## config.mk

```make
export PLATFORM = sky130hd
export DESIGN_NAME = wbr_access_ctrl
export DESIGN_NICKNAME = d
export VERILOG_FILES = /design/src/rtl/wbr_pkg.sv /design/src/rtl/wbr_shift_counter.sv /design/src/rtl/wbr_access_ctrl.sv
export SDC_FILE = /design/constraint.sdc
export NUM_CORES = 1
export LEC_CHECK = 0
export CELL_PAD_IN_SITES_DETAIL_PLACEMENT = 0
export CELL_PAD_IN_SITES_GLOBAL_PLACEMENT = 1
export CORE_ASPECT_RATIO = 1.2
export CORE_MARGIN = 5
export CORE_UTILIZATION = 38
export CTS_CLUSTER_SIZE = 12
export DETAILED_ROUTE_END_ITERATION = 8
export GPL_ROUTABILITY_DRIVEN = 1
export PLACE_DENSITY = 0.84
export SLEW_MARGIN = 15
export SYNTH_ARGS = -nofsm -noshare
export SYNTH_HDL_FRONTEND = slang
export SYNTH_SLANG_ARGS = --single-unit
export TNS_END_PERCENT = 100
```

## constraint.sdc

```tcl
create_clock -name clk -period 4.2 [get_ports clk]
set_input_delay 0.84 -clock clk [delete_from_list [all_inputs] [get_ports clk]]
set_output_delay 0.84 -clock clk [all_outputs]
set_load 0.02 [all_outputs]
```

## src/rtl/wbr_pkg.sv

```systemverilog
// Shared types and strobe encodings for the wrapper boundary register access controller.
package wbr_pkg;

    localparam int unsigned STB_W = 4;

    // Bit positions of the cell strobes inside the strobe vector
    localparam int unsigned STB_CAPTURE_BIT  = 0;
    localparam int unsigned STB_SHIFT_BIT    = 1;
    localparam int unsigned STB_TRANSFER_BIT = 2;
    localparam int unsigned STB_UPDATE_BIT   = 3;

    localparam logic [STB_W-1:0] STB_NONE     = 4'b0000;
    localparam logic [STB_W-1:0] STB_CAPTURE  = 4'b0001;
    localparam logic [STB_W-1:0] STB_SHIFT    = 4'b0010;
    localparam logic [STB_W-1:0] STB_TRANSFER = 4'b0100;
    localparam logic [STB_W-1:0] STB_UPDATE   = 4'b1000;

    typedef enum logic [2:0] {
        ST_IDLE     = 3'd0,
        ST_CAPTURE  = 3'd1,
        ST_SHIFT    = 3'd2,
        ST_TRANSFER = 3'd3,
        ST_UPDATE   = 3'd4,
        ST_DONE     = 3'd5
    } wbr_acc_state_e;

    typedef struct packed {
        logic capture;
        logic transfer;
        logic update;
        logic mode;
        logic safe;
        logic io_face;
    } wbr_acc_op_t;

    // One-hot strobe pattern driven to the cells while in a given state
    function automatic logic [STB_W-1:0] stb_of_state(input wbr_acc_state_e st);
        logic [STB_W-1:0] stb;
        stb = STB_NONE;
        case (st)
            ST_CAPTURE:  stb = STB_CAPTURE;
            ST_SHIFT:    stb = STB_SHIFT;
            ST_TRANSFER: stb = STB_TRANSFER;
            ST_UPDATE:   stb = STB_UPDATE;
            default:     stb = STB_NONE;
        endcase
        return stb;
    endfunction

endpackage

```

## src/rtl/wbr_shift_counter.sv

```systemverilog
// Shift-cycle counter: counts enabled cycles up to CHAIN_LEN and saturates there.
module wbr_shift_counter #(
    parameter int unsigned CHAIN_LEN = 8,
    parameter int unsigned CNT_W     = $clog2(CHAIN_LEN + 1)
) (
    input  logic clk,
    input  logic arst,
    input  logic clr,
    input  logic en,
    output logic last_c
);

    localparam logic [CNT_W-1:0] CNT_END  = CNT_W'(CHAIN_LEN);
    localparam logic [CNT_W-1:0] CNT_LAST = CNT_W'(CHAIN_LEN - 1);

    logic [CNT_W-1:0] cnt_q;
    logic [CNT_W-1:0] cnt_d;

    // Saturating at CHAIN_LEN keeps a 1-cell chain from wrapping
    always_comb begin : cnt_next
        cnt_d = cnt_q;
        if (clr) begin
            cnt_d = '0;
        end else if (en && (cnt_q != CNT_END)) begin
            cnt_d = cnt_q + CNT_W'(1);
        end
    end

    always_ff @(posedge clk) begin : cnt_reg
        if (arst) begin
            cnt_q <= '0;
        end else begin
            cnt_q <= cnt_d;
        end
    end

    // High in the cycle whose closing edge brings the count to CHAIN_LEN
    assign last_c = en && (cnt_q == CNT_LAST);

endmodule

```

## src/rtl/wbr_access_ctrl.sv

```systemverilog
// Serial access controller for a wrapper boundary register chain: loads stimulus,
// returns captured contents and sequences capture/shift/transfer/update strobes.
module wbr_access_ctrl
    import wbr_pkg::*;
#(
    parameter int unsigned CHAIN_LEN = 8
) (
    input  logic                 clk,
    input  logic                 arst,
    input  logic                 start,
    input  logic                 do_capture,
    input  logic                 do_transfer,
    input  logic                 do_update,
    input  logic                 cfg_mode,
    input  logic                 cfg_safe,
    input  logic                 cfg_io_face,
    input  logic [CHAIN_LEN-1:0] wr_data,
    output logic                 busy,
    output logic                 done,
    output logic [CHAIN_LEN-1:0] rd_data,
    output logic                 wsi,
    input  logic                 wso,
    output logic                 shift,
    output logic                 capture,
    output logic                 transfer,
    output logic                 update,
    output logic                 mode,
    output logic                 safe,
    output logic                 io_face
);

    localparam int unsigned CNT_W  = $clog2(CHAIN_LEN + 1);
    localparam int unsigned RX_MSB = CHAIN_LEN - 1;

    wbr_acc_state_e   state_q, state_d;
    wbr_acc_op_t      op_q, op_d;
    logic [CHAIN_LEN-1:0] tx_q, tx_d;
    logic [CHAIN_LEN-1:0] rx_q, rx_d;
    logic             busy_q, busy_d;
    logic             done_q, done_d;
    logic             wsi_q, wsi_d;
    logic [STB_W-1:0] stb_q, stb_d;
    logic             cnt_clr_c;
    logic             cnt_en_c;
    logic             cnt_last_c;

    wbr_shift_counter #(
        .CHAIN_LEN (CHAIN_LEN),
        .CNT_W     (CNT_W)
    ) u_shift_counter (
        .clk    (clk),
        .arst   (arst),
        .clr    (cnt_clr_c),
        .en     (cnt_en_c),
        .last_c (cnt_last_c)
    );

    // State, operation latch, TX/RX shift registers and registered outputs
    always_ff @(posedge clk) begin : state_reg
        if (arst) begin
            state_q <= ST_IDLE;
            op_q    <= '0;
            tx_q    <= '0;
            rx_q    <= '0;
            busy_q  <= 1'b0;
            done_q  <= 1'b0;
            wsi_q   <= 1'b0;
            stb_q   <= STB_NONE;
        end else begin
            state_q <= state_d;
            op_q    <= op_d;
            tx_q    <= tx_d;
            rx_q    <= rx_d;
            busy_q  <= busy_d;
            done_q  <= done_d;
            wsi_q   <= wsi_d;
            stb_q   <= stb_d;
        end
    end

    always_comb begin : next_state_comb
        state_d   = state_q;
        op_d      = op_q;
        tx_d      = tx_q;
        rx_d      = rx_q;
        cnt_clr_c = 1'b0;
        cnt_en_c  = 1'b0;
        case (state_q)
            ST_IDLE: begin
                if (start) begin
                    op_d.capture  = do_capture;
                    op_d.transfer = do_transfer;
                    op_d.update   = do_update;
                    op_d.mode     = cfg_mode;
                    op_d.safe     = cfg_safe;
                    op_d.io_face  = cfg_io_face;
                    tx_d          = wr_data;
                    cnt_clr_c     = 1'b1;
                    state_d       = do_capture ? ST_CAPTURE : ST_SHIFT;
                end
            end
            ST_CAPTURE: begin
                state_d = ST_SHIFT;
            end
            ST_SHIFT: begin
                // Stimulus leaves LSB first; the first returned bit lands in position 0
                cnt_en_c     = 1'b1;
                tx_d         = tx_q >> 1;
                rx_d         = rx_q >> 1;
                rx_d[RX_MSB] = wso;
                if (cnt_last_c) begin
                    if (op_q.transfer) begin
                        state_d = ST_TRANSFER;
                    end else if (op_q.update) begin
                        state_d = ST_UPDATE;
                    end else begin
                        state_d = ST_DONE;
                    end
                end
            end
            ST_TRANSFER: begin
                state_d = op_q.update ? ST_UPDATE : ST_DONE;
            end
            ST_UPDATE: begin
                state_d = ST_DONE;
            end
            ST_DONE: begin
                state_d = ST_IDLE;
            end
            default: begin
                state_d = ST_IDLE;
            end
        endcase
    end

    // Outputs are decoded from the next state so each flop lines up with its state
    always_comb begin : output_comb
        busy_d = (state_d != ST_IDLE);
        done_d = (state_d == ST_DONE);
        stb_d  = stb_of_state(state_d);
        wsi_d  = (state_d == ST_SHIFT) ? tx_d[0] : 1'b0;
    end

    assign busy     = busy_q;
    assign done     = done_q;
    assign rd_data  = rx_q;
    assign wsi      = wsi_q;
    assign capture  = stb_q[STB_CAPTURE_BIT];
    assign shift    = stb_q[STB_SHIFT_BIT];
    assign transfer = stb_q[STB_TRANSFER_BIT];
    assign update   = stb_q[STB_UPDATE_BIT];
    assign mode     = op_q.mode;
    assign safe     = op_q.safe;
    assign io_face  = op_q.io_face;

endmodule

```

### Yosys cells after proc, flatten, opt, wreduce, memory -nomap -nowiden

Index checks and enable logic that the tools add are counted.

| operators by class | value |
|---|---|
| bitwise operators | 1 |
| eq/ne operators | 12 |
| mux-type cells | 12 |
| reduce and logical (&&, ||, !) cells | 9 |
| add/sub/neg operators | 1 |

Operators with widths:

| operator | number |
|---|---|
| $pmux 4 s4 | 1 |
| $pmux 8 s2 | 1 |
| $pmux 3 s5 | 1 |
| $eq 3x2->1 const B | 4 |
| $eq 3x3->1 const B | 3 |
| $mux 3 | 3 |
| $mux 8 | 1 |
| $eq 3x1->1 const B | 2 |
| $add 4x1->4 const B | 1 |
| $eq 4x3->1 const B | 1 |
| $mux 1 | 4 |
| $ne 4x4->1 const B | 1 |
| $reduce_and 2->1 | 2 |
| $reduce_or 2->1 | 2 |
| $logic_not 3->1 | 1 |
| $reduce_bool 3->1 | 1 |
| $logic_and 1x1->1 | 2 |
| $mux 2 | 1 |
| $ne 2x2->1 const B | 1 |
| $reduce_bool 2->1 | 1 |
| $not 1->1 | 1 |

| storage, ports and cells | value |
|---|---|
| output and inout port bits | 18 |
| word-level logic and storage cells | 49 |
| flip-flop bits (word level) | 35 |
| input port bits | 18 |

### Longest topological paths before layout

Gate-level depths: netlist (run 1).

| logic depth | value |
|---|---|
| depth in word-level cells | 8 |
| depth in mapped cells | 6 |
| gate-level depth less buffers | 6 |

### Modules after synthesis

A second synthesis (run 1) with hierarchy kept.

| unflattened totals | value |
|---|---|
| cells, all modules | 156 |
| area, all modules | 1456.4 sq um |

Modules (own cells, without submodules):

| module | area each (sq um) | times used | sequential area each (sq um) | cells each |
|---|---|---|---|---|
| wbr_access_ctrl | 1236.2 | 1 | 620.6 | 131 |
| wbr_shift_counter | 220.2 | 1 | 80.1 | 25 |

### Least setup slack after synthesis (run 1)

OpenSTA, ideal clock, no wires.

| path | value |
|---|---|
| path kind | input to register |
| from | in start |
| to | reg wsi_q (netlist: wsi) |
| arrival | 1.763 ns |
| required time | 4.084 ns |
| cell stages on the path | 5 |
| slack | 2.321 ns |
| setup time | 0.116 ns |
| cells stage by stage | or4b_4 > buf_6 > o22ai_2 > a211oi_1 > and4_1 |

| between the ends | value |
|---|---|
| longest elaborated chain between the ends | 5 |
| elaborated cells between the ends (all ways) | 7 |
| those cells by class | 1 x eq/ne; 4 x mux; 1 x bitwise; 1 x reduce/logical |

Ends and longest elaborated chain:

| item | line | source |
|---|---|---|
| start: declaration | wbr_access_ctrl.sv:10 | `input logic start,` |
| $mux 3 | wbr_access_ctrl.sv:90 | `if (start) begin` |
| $pmux 3 s5 | wbr_access_ctrl.sv:88 | `case (state_q)` |
| $eq 3x2->1 | wbr_access_ctrl.sv:141 | `wsi_d = (state_d == ST_SHIFT) ? tx_d[0] : 1'b0;` |
| $not 1->1 (no line) | - |  |
| $reduce_or 2->1 (no line) | - |  |
| end signal: assignment | wbr_access_ctrl.sv:76 | `wsi_q <= wsi_d;` |
| end: declaration | wbr_access_ctrl.sv:41 | `logic wsi_q, wsi_d;` |

Parallel ways exist; a longest one is shown, timed or not. The select of a mux whose other input is x is not followed.
A chain may end at the register's enable or synchronous reset.

### Final worst setup path (run 1)

| path | value |
|---|---|
| from | reg state_q[2] |
| to | reg u_shift_counter.cnt_q[1] |

| between the ends | value |
|---|---|
| longest elaborated chain between the ends | 3 |
| elaborated cells between the ends (all ways) | 6 |
| those cells by class | 1 x eq/ne; 2 x mux; 3 x reduce/logical |

Ends and longest elaborated chain:

| item | line | source |
|---|---|---|
| start: declaration | wbr_access_ctrl.sv:35 | `wbr_acc_state_e state_q, state_d;` |
| start signal: assignment | wbr_access_ctrl.sv:70 | `state_q <= state_d;` |
| $eq 3x2->1 / $logic_not 3->1 (equally long branches) | wbr_access_ctrl.sv:88 |  |
| $mux 1 | wbr_access_ctrl.sv:88 |  |
| $logic_and 1x1->1 / $reduce_or 2->1 (equally long branches) | - |  |
| end signal: assignment | wbr_shift_counter.sv:33 | `cnt_q <= cnt_d;` |
| end: declaration | wbr_shift_counter.sv:16 | `logic [CNT_W-1:0] cnt_q;` |

Parallel ways exist; a longest one is shown, timed or not.

==> impl_metrics.env, run 1 <==
export IMPL_arrival_ns=2.41
export IMPL_synth_distinct_cells=35
export IMPL_outcome="completed"
export IMPL_clk_path_buf_depth=2
export IMPL_drtAntennaViolNets=0
export IMPL_grt_max_degree=33
export IMPL_synth_common_cells="dfxtp_1, nand2_1, a21oi_1"
export IMPL_dr_pass1_iters=4
export IMPL_maxCapViolations=0
export IMPL_hold_buffers=0
export IMPL_io_pins=36
export IMPL_wl_per_cell_um=12.82
export IMPL_path_class="register to register"
export IMPL_worst_pin_slew_ns=1.056
export IMPL_drtIter0Drc=29
export IMPL_synth_area_um2=1419
export IMPL_portBuffers=35
export IMPL_rsz0062_at_grt="false"
export IMPL_hold_path_class="register to register"
export IMPL_grt_pass1_vias=1185
export IMPL_min_path_cells=2
export IMPL_track_usage_pct=13.30
export IMPL_reg2reg_from="state_q[2]"
export IMPL_seq_area_frac_synth_pct=49.38
export IMPL_r2r_cells=4
export IMPL_synth_area_leaders="dfxtp_1, nand2_1, a21oi_1"
export IMPL_avgSynthCellArea_um2=8.924
export IMPL_ir_drop_mv=0.2323
export IMPL_synth_edf_count=0
export IMPL_slew_limit_headroom_pct=29.36
export IMPL_cp_top_family="simple AND/OR/NAND/NOR gates"
export IMPL_crit_fanout=17
export IMPL_crit_path_max_incr_delay_ns=0.91
export IMPL_initial_core_util_pct=39.05
export IMPL_crit_chain="nor3b_2 -> o21ai_0 -> mux2i_1 -> nor3_1"
export IMPL_drv_slew=0
export IMPL_fp_dieArea_um2=5061
export IMPL_fp_coreArea_um2=3633
export IMPL_reg2reg_to="u_shift_counter.cnt_q[1]"
export IMPL_synth_top_area_share_pct=49.38
export IMPL_synth_seq_cells=35
export IMPL_path_buf_inv=0
export IMPL_antenna_found_initial=0
export IMPL_final_nets=211
export IMPL_via_per_inst=5.000
export IMPL_skew_ns=0.003909
export IMPL_synthArstFlopShare_pct=0
export IMPL_required_ns=4.32
export IMPL_drc=0
export IMPL_fp_dieW_um=65.78
export IMPL_stdcell_count=244
export IMPL_finalSetupViolCount=0
export IMPL_reg2reg_slack_ns=1.91
export IMPL_synth_cells=159
export IMPL_synth_net_count=179
export IMPL_cts_made_buffers=5
export IMPL_end_kind="register"
export IMPL_cp_slowest_cell="nor3b_2"
export IMPL_p_leak_nw=0.6638
export IMPL_worstSetupEndpoint="u_shift_counter.cnt_q[1]"
export IMPL_h_tree_depth=2
export IMPL_hold_violations=0
export IMPL_gr_total_overflow=0
export IMPL_rows=24
export IMPL_fp_dieH_um=76.94
export IMPL_vias=1220
export IMPL_yosys_area_top_type="dfxtp_1"
export IMPL_clockRootBuffer="clkbuf_8"
export IMPL_cp_startpoint="state_q[2]"
export IMPL_area_growth_pct=31.83
export IMPL_crit_path_start_kind="register"
export IMPL_hpwl_um=2351
export IMPL_cts_tree="done"
export IMPL_fin_area_um2=1871
export IMPL_cp_depth=4
export IMPL_powerDensity_nw_per_um2=400.2
export IMPL_postCtsSetupRepairBufs=0
export IMPL_post_cts_resized=0
export IMPL_fmax_ghz=0.4367
export IMPL_post_place_cells=236
export IMPL_antennaDiodeCount=0
export IMPL_cts_sink_count=35
export IMPL_synth_warnings=0
export IMPL_power_total_mw=0.7485
export IMPL_grt_pass1_wl_um=5244
export IMPL_dpl_cell_area_um2=1770
export IMPL_fin_crit_sh_pct=54.52
export IMPL_drive_gt1_share_pct=6.771
export IMPL_fin_crit_ns=2.290
export IMPL_clk_latency_ns=0.28
export IMPL_tns_ns=0
export IMPL_routabilityCongestion=0.7008
export IMPL_drt_wl_total_um=3128
export IMPL_clk_pin_slew_ns=0.07
export IMPL_synth_most_common_cell="dfxtp_1"
export IMPL_synth_ff_type="dfxtp_1"
## worst min-delay path by stage
stage | from | endpoint | slack, ns
after detailed placement | rd_data[4] | rd_data[3] | 0.46
after global routing | tx_q[0] | tx_q[0] | 0.48
after CTS | rd_data[4] | rd_data[3] | 0.47
final | rd_data[0] | rd_data[0] | 0.46
after global placement | tx_q[0] | tx_q[0] | 0.44
after floorplan | tx_q[0] | tx_q[0] | 0.42
## placed cells by master, fill, tap and decap left out, drive strengths merged, types with 2 or more instances in the layout
cell type,n
o21ai,4
a221oi,7
inv,8
a211oi,3
clkbuf,8
dfxtp,35
nor2,11
xor2,2
nor4,3
o211ai,2
clkdlybuf4s50,35
nand2,29
a21oi,13
nor3,13
ha,2
## sequential cells by signal (all words and copies together) (netlist names)
signal                 count
busy                       1
wsi                        1
mode                       1
stb_q                      4
state_q                    3
rd_data                    8
done                       1
u_shift_counter.cnt_q      4
tx_q                       8
io_face                    1
op_q                       2
safe                       1
## layer usage
layer	wire [um]	vias up	global-route usage, %
met5	0	-	0
met4	25	0	3.734
met3	186	2	5.702
met2	1639	29	23.37
met1	1277	570	14.14
li1	-	619	-
## per-stage QoR
step	hold slack, ns	utilization (%)	worst slack (ns)
final	0.4628	51.48	1.910
after CTS	0.4655	51.48	1.899
after global placement	0.4436	48.73	1.675
after floorplan	0.4222	-	2.321
after detailed placement	0.4597	48.73	1.606
after global routing	0.4842	51.48	1.699
## power by group
| part | switching (mW) | total [mW] | internal [mW] |
|---|---|---|---|
| Sequential | 0.0144 | 0.367 | 0.353 |
| Clock | 0.111 | 0.261 | 0.150 |
| Combinational | 0.0660 | 0.121 | 0.0548 |
## kinds of logic (layout without fill, tap and decap cells)
family	after synthesis	in the layout	share of synthesized area, %
adders and majority gates	2	2	1.763
AOI/OAI and AO/OA	35	35	16.75
DFF	35	35	49.38
and+or+nand+nor	65	65	22.93
xor gates and xnor gates	3	3	1.852
muxes	1	1	0.7055
buffers and inverters	18	51	6.613
## tightest hold or removal path: stages (launching register included)
cell and delay, ns:
dfxtp_1 0.31, nand2_1 0.05, a21oi_1 0.05
## final cells by class
type / count / area [um^2]
clock buffer: 8 / 100.1
multi-input combinational: 106 / 624.3
fill: 358 / 1763
sequential: 35 / 700.7
tap: 52 / 65.06
timing repair buffer: 35 / 350.3
inverter: 8 / 30.03
Power figures use the tool's default switching activity.
==> run 2, diff against run 1 <==
CORE_UTILIZATION = 32   (was 38)
PLACE_DENSITY = 0.75   (was 0.84)
clock period = 1.9 ns   (was 4.2 ns; I/O delays follow)
==> run 2 against run 1 <==
Against the previous run: non-clock buffer count is 11 higher; sequential power grew 120%; core utilization fell by 5.9 points; die area rose by 16%.
==> impl_metrics.env, run 2 (synthesis results as in run 1) <==
export IMPL_outcome="completed"
export IMPL_fin_area_um2=1958
export IMPL_pwr_share_seq_pct=49.3
export IMPL_clockRootBuffer="clkbuf_8"
export IMPL_cts_tree="done"
export IMPL_hold_path_class="register to register"
export IMPL_drv_slew=0
export IMPL_finalSetupViolCount=0
export IMPL_antenna_found_initial=0
export IMPL_drive_gt1_share_pct=11.88
export IMPL_routabilityCongestion=0.8597
export IMPL_area_growth_pct=38.01
export IMPL_drc=0
export IMPL_slew_limit_headroom_pct=73.11
export IMPL_end_kind="register"
export IMPL_final_cell_mix="dfxtp_1, clkdlybuf4s50_1, nand2_1"
export IMPL_fin_crit_sh_pct=86.35
export IMPL_powerDensity_nw_per_um2=837.2
export IMPL_tns_ns=0
export IMPL_hold_violations=0
export IMPL_clk_path_buf_depth=2
export IMPL_min_path_cells=2
export IMPL_power_frac_clock_pct=31.9
export IMPL_h_tree_depth=2
export IMPL_drt_wl_total_um=3271
export IMPL_switching_power_mw=0.4224
export IMPL_crit_fanout=4
export IMPL_hpwl_um=2499
export IMPL_ir_drop_mv=0.3940
export IMPL_skew_ns=0.003449
export IMPL_worstSetupEndpoint="stb_q[2]"
export IMPL_fp_dieH_um=82.95
export IMPL_clk_pin_slew_ns=0.06
export IMPL_vias=1258
export IMPL_arrival_ns=1.83
export IMPL_intPower_mw=1.217
export IMPL_post_cts_resized=0
export IMPL_fin_crit_ns=1.641
export IMPL_io_pins=36
export IMPL_final_nets=222
export IMPL_reg2reg_from="u_shift_counter.cnt_q[1]"
export IMPL_grt_pass1_vias=1234
export IMPL_antennaDiodeCount=0
export IMPL_cp_startpoint="u_shift_counter.cnt_q[1]"
export IMPL_grt_pass1_wl_um=5595
export IMPL_comb_power_share_pct=18.8
export IMPL_via_per_inst=4.876
export IMPL_portBuffers=35
export IMPL_crit_path_start_kind="register"
export IMPL_dpl_cell_area_um2=1871
export IMPL_reg2reg_slack_ns=0.26
export IMPL_postCtsSetupRepairBufs=0
export IMPL_initial_core_util_pct=33.04
export IMPL_drtAntennaViolNets=0
export IMPL_cts_made_buffers=5
export IMPL_track_usage_pct=11.56
export IMPL_fp_dieW_um=70.79
export IMPL_p_sw_share_pct=25.77
export IMPL_r2r_cells=6
export IMPL_hold_buffers=0
export IMPL_fmax_ghz=0.6095
export IMPL_cts_sink_count=35
export IMPL_drtIter0Drc=62
export IMPL_grt_max_degree=20
export IMPL_maxCapViolations=0
export IMPL_fp_coreArea_um2=4294
export IMPL_fp_dieArea_um2=5871
export IMPL_rows=26
export IMPL_wl_per_cell_um=12.68
export IMPL_dr_pass1_iters=4
export IMPL_p_leak_nw=0.7168
export IMPL_required_ns=2.09
export IMPL_reg2reg_to="stb_q[2]"
export IMPL_rsz0062_at_grt="false"
export IMPL_gr_total_overflow=0
export IMPL_clk_latency_ns=0.28
export IMPL_worst_pin_slew_ns=0.3980
export IMPL_path_class="register to register"
[run 2: power by group through the flow]
stage	clock network [mW]	logic, mW	registers, mW
2_1_floorplan	0	0.165	0.835
3_3_place_gp	0	0.307	0.823
3_5_place_dp	0	0.312	0.824
4_1_cts	0.543	0.313	0.808
5_1_grt	0.578	0.341	0.813
6_report	0.523	0.308	0.808
[run 2: stage by stage]
stage | cells | util (%) | hold slack, ns | total power [mW] | setup slack (ns)
2_1_floorplan | 159 | - | 0.4222 | 1.001 | 0.3644
3_3_place_gp | 251 | 43.56 | 0.4404 | 1.129 | 0.09240
3_5_place_dp | 251 | 43.56 | 0.4465 | 1.136 | 0.05636
4_1_cts | 258 | 45.60 | 0.4564 | 1.663 | 0.2492
5_1_grt | 258 | 45.60 | 0.4767 | 1.733 | 0.1209
6_report | 258 | 45.60 | 0.4542 | 1.639 | 0.2593
[run 2: cell type report]
type	instances	area (um^2)
Clock buffer	6	82.58
Clock inverter	1	5.005
Fill cell	425	2336
Inverter	8	30.03
Multi-Input combinational cell	106	624.3
Sequential cell	35	700.7
Tap cell	56	70.07
Timing Repair Buffer	46	445.4
[run 2: worst max-delay path, cell delays in order (launching register included)]
cell      delay [ns]
dfxtp_1         0.37
ha_1            0.20
nand3b_1        0.08
a221oi_1        0.38
a311oi_1        0.12
buf_4           0.17
nor4_1          0.21
[run 2: worst min path at each step]
| stage | startpoint | end | slack, ns |
|---|---|---|---|
| after floorplan | tx_q[0] | tx_q[0] | 0.42 |
| after global placement | rd_data[0] | rd_data[0] | 0.44 |
| after detailed placement | io_face | io_face | 0.45 |
| after CTS | io_face | io_face | 0.46 |
| after global routing | io_face | io_face | 0.48 |
| final | io_face | io_face | 0.45 |
[run 2: metal layers]
| metal | track usage (%) | share of wire [%] | vias to the layer above |
|---|---|---|---|
| li1 | - | - | 638 |
| met1 | 12.81 | 41 | 587 |
| met2 | 20.25 | 52 | 29 |
| met3 | 3.502 | 4.6 | 4 |
| met4 | 4.615 | 1.8 | 0 |
| met5 | 0 | 0 | - |
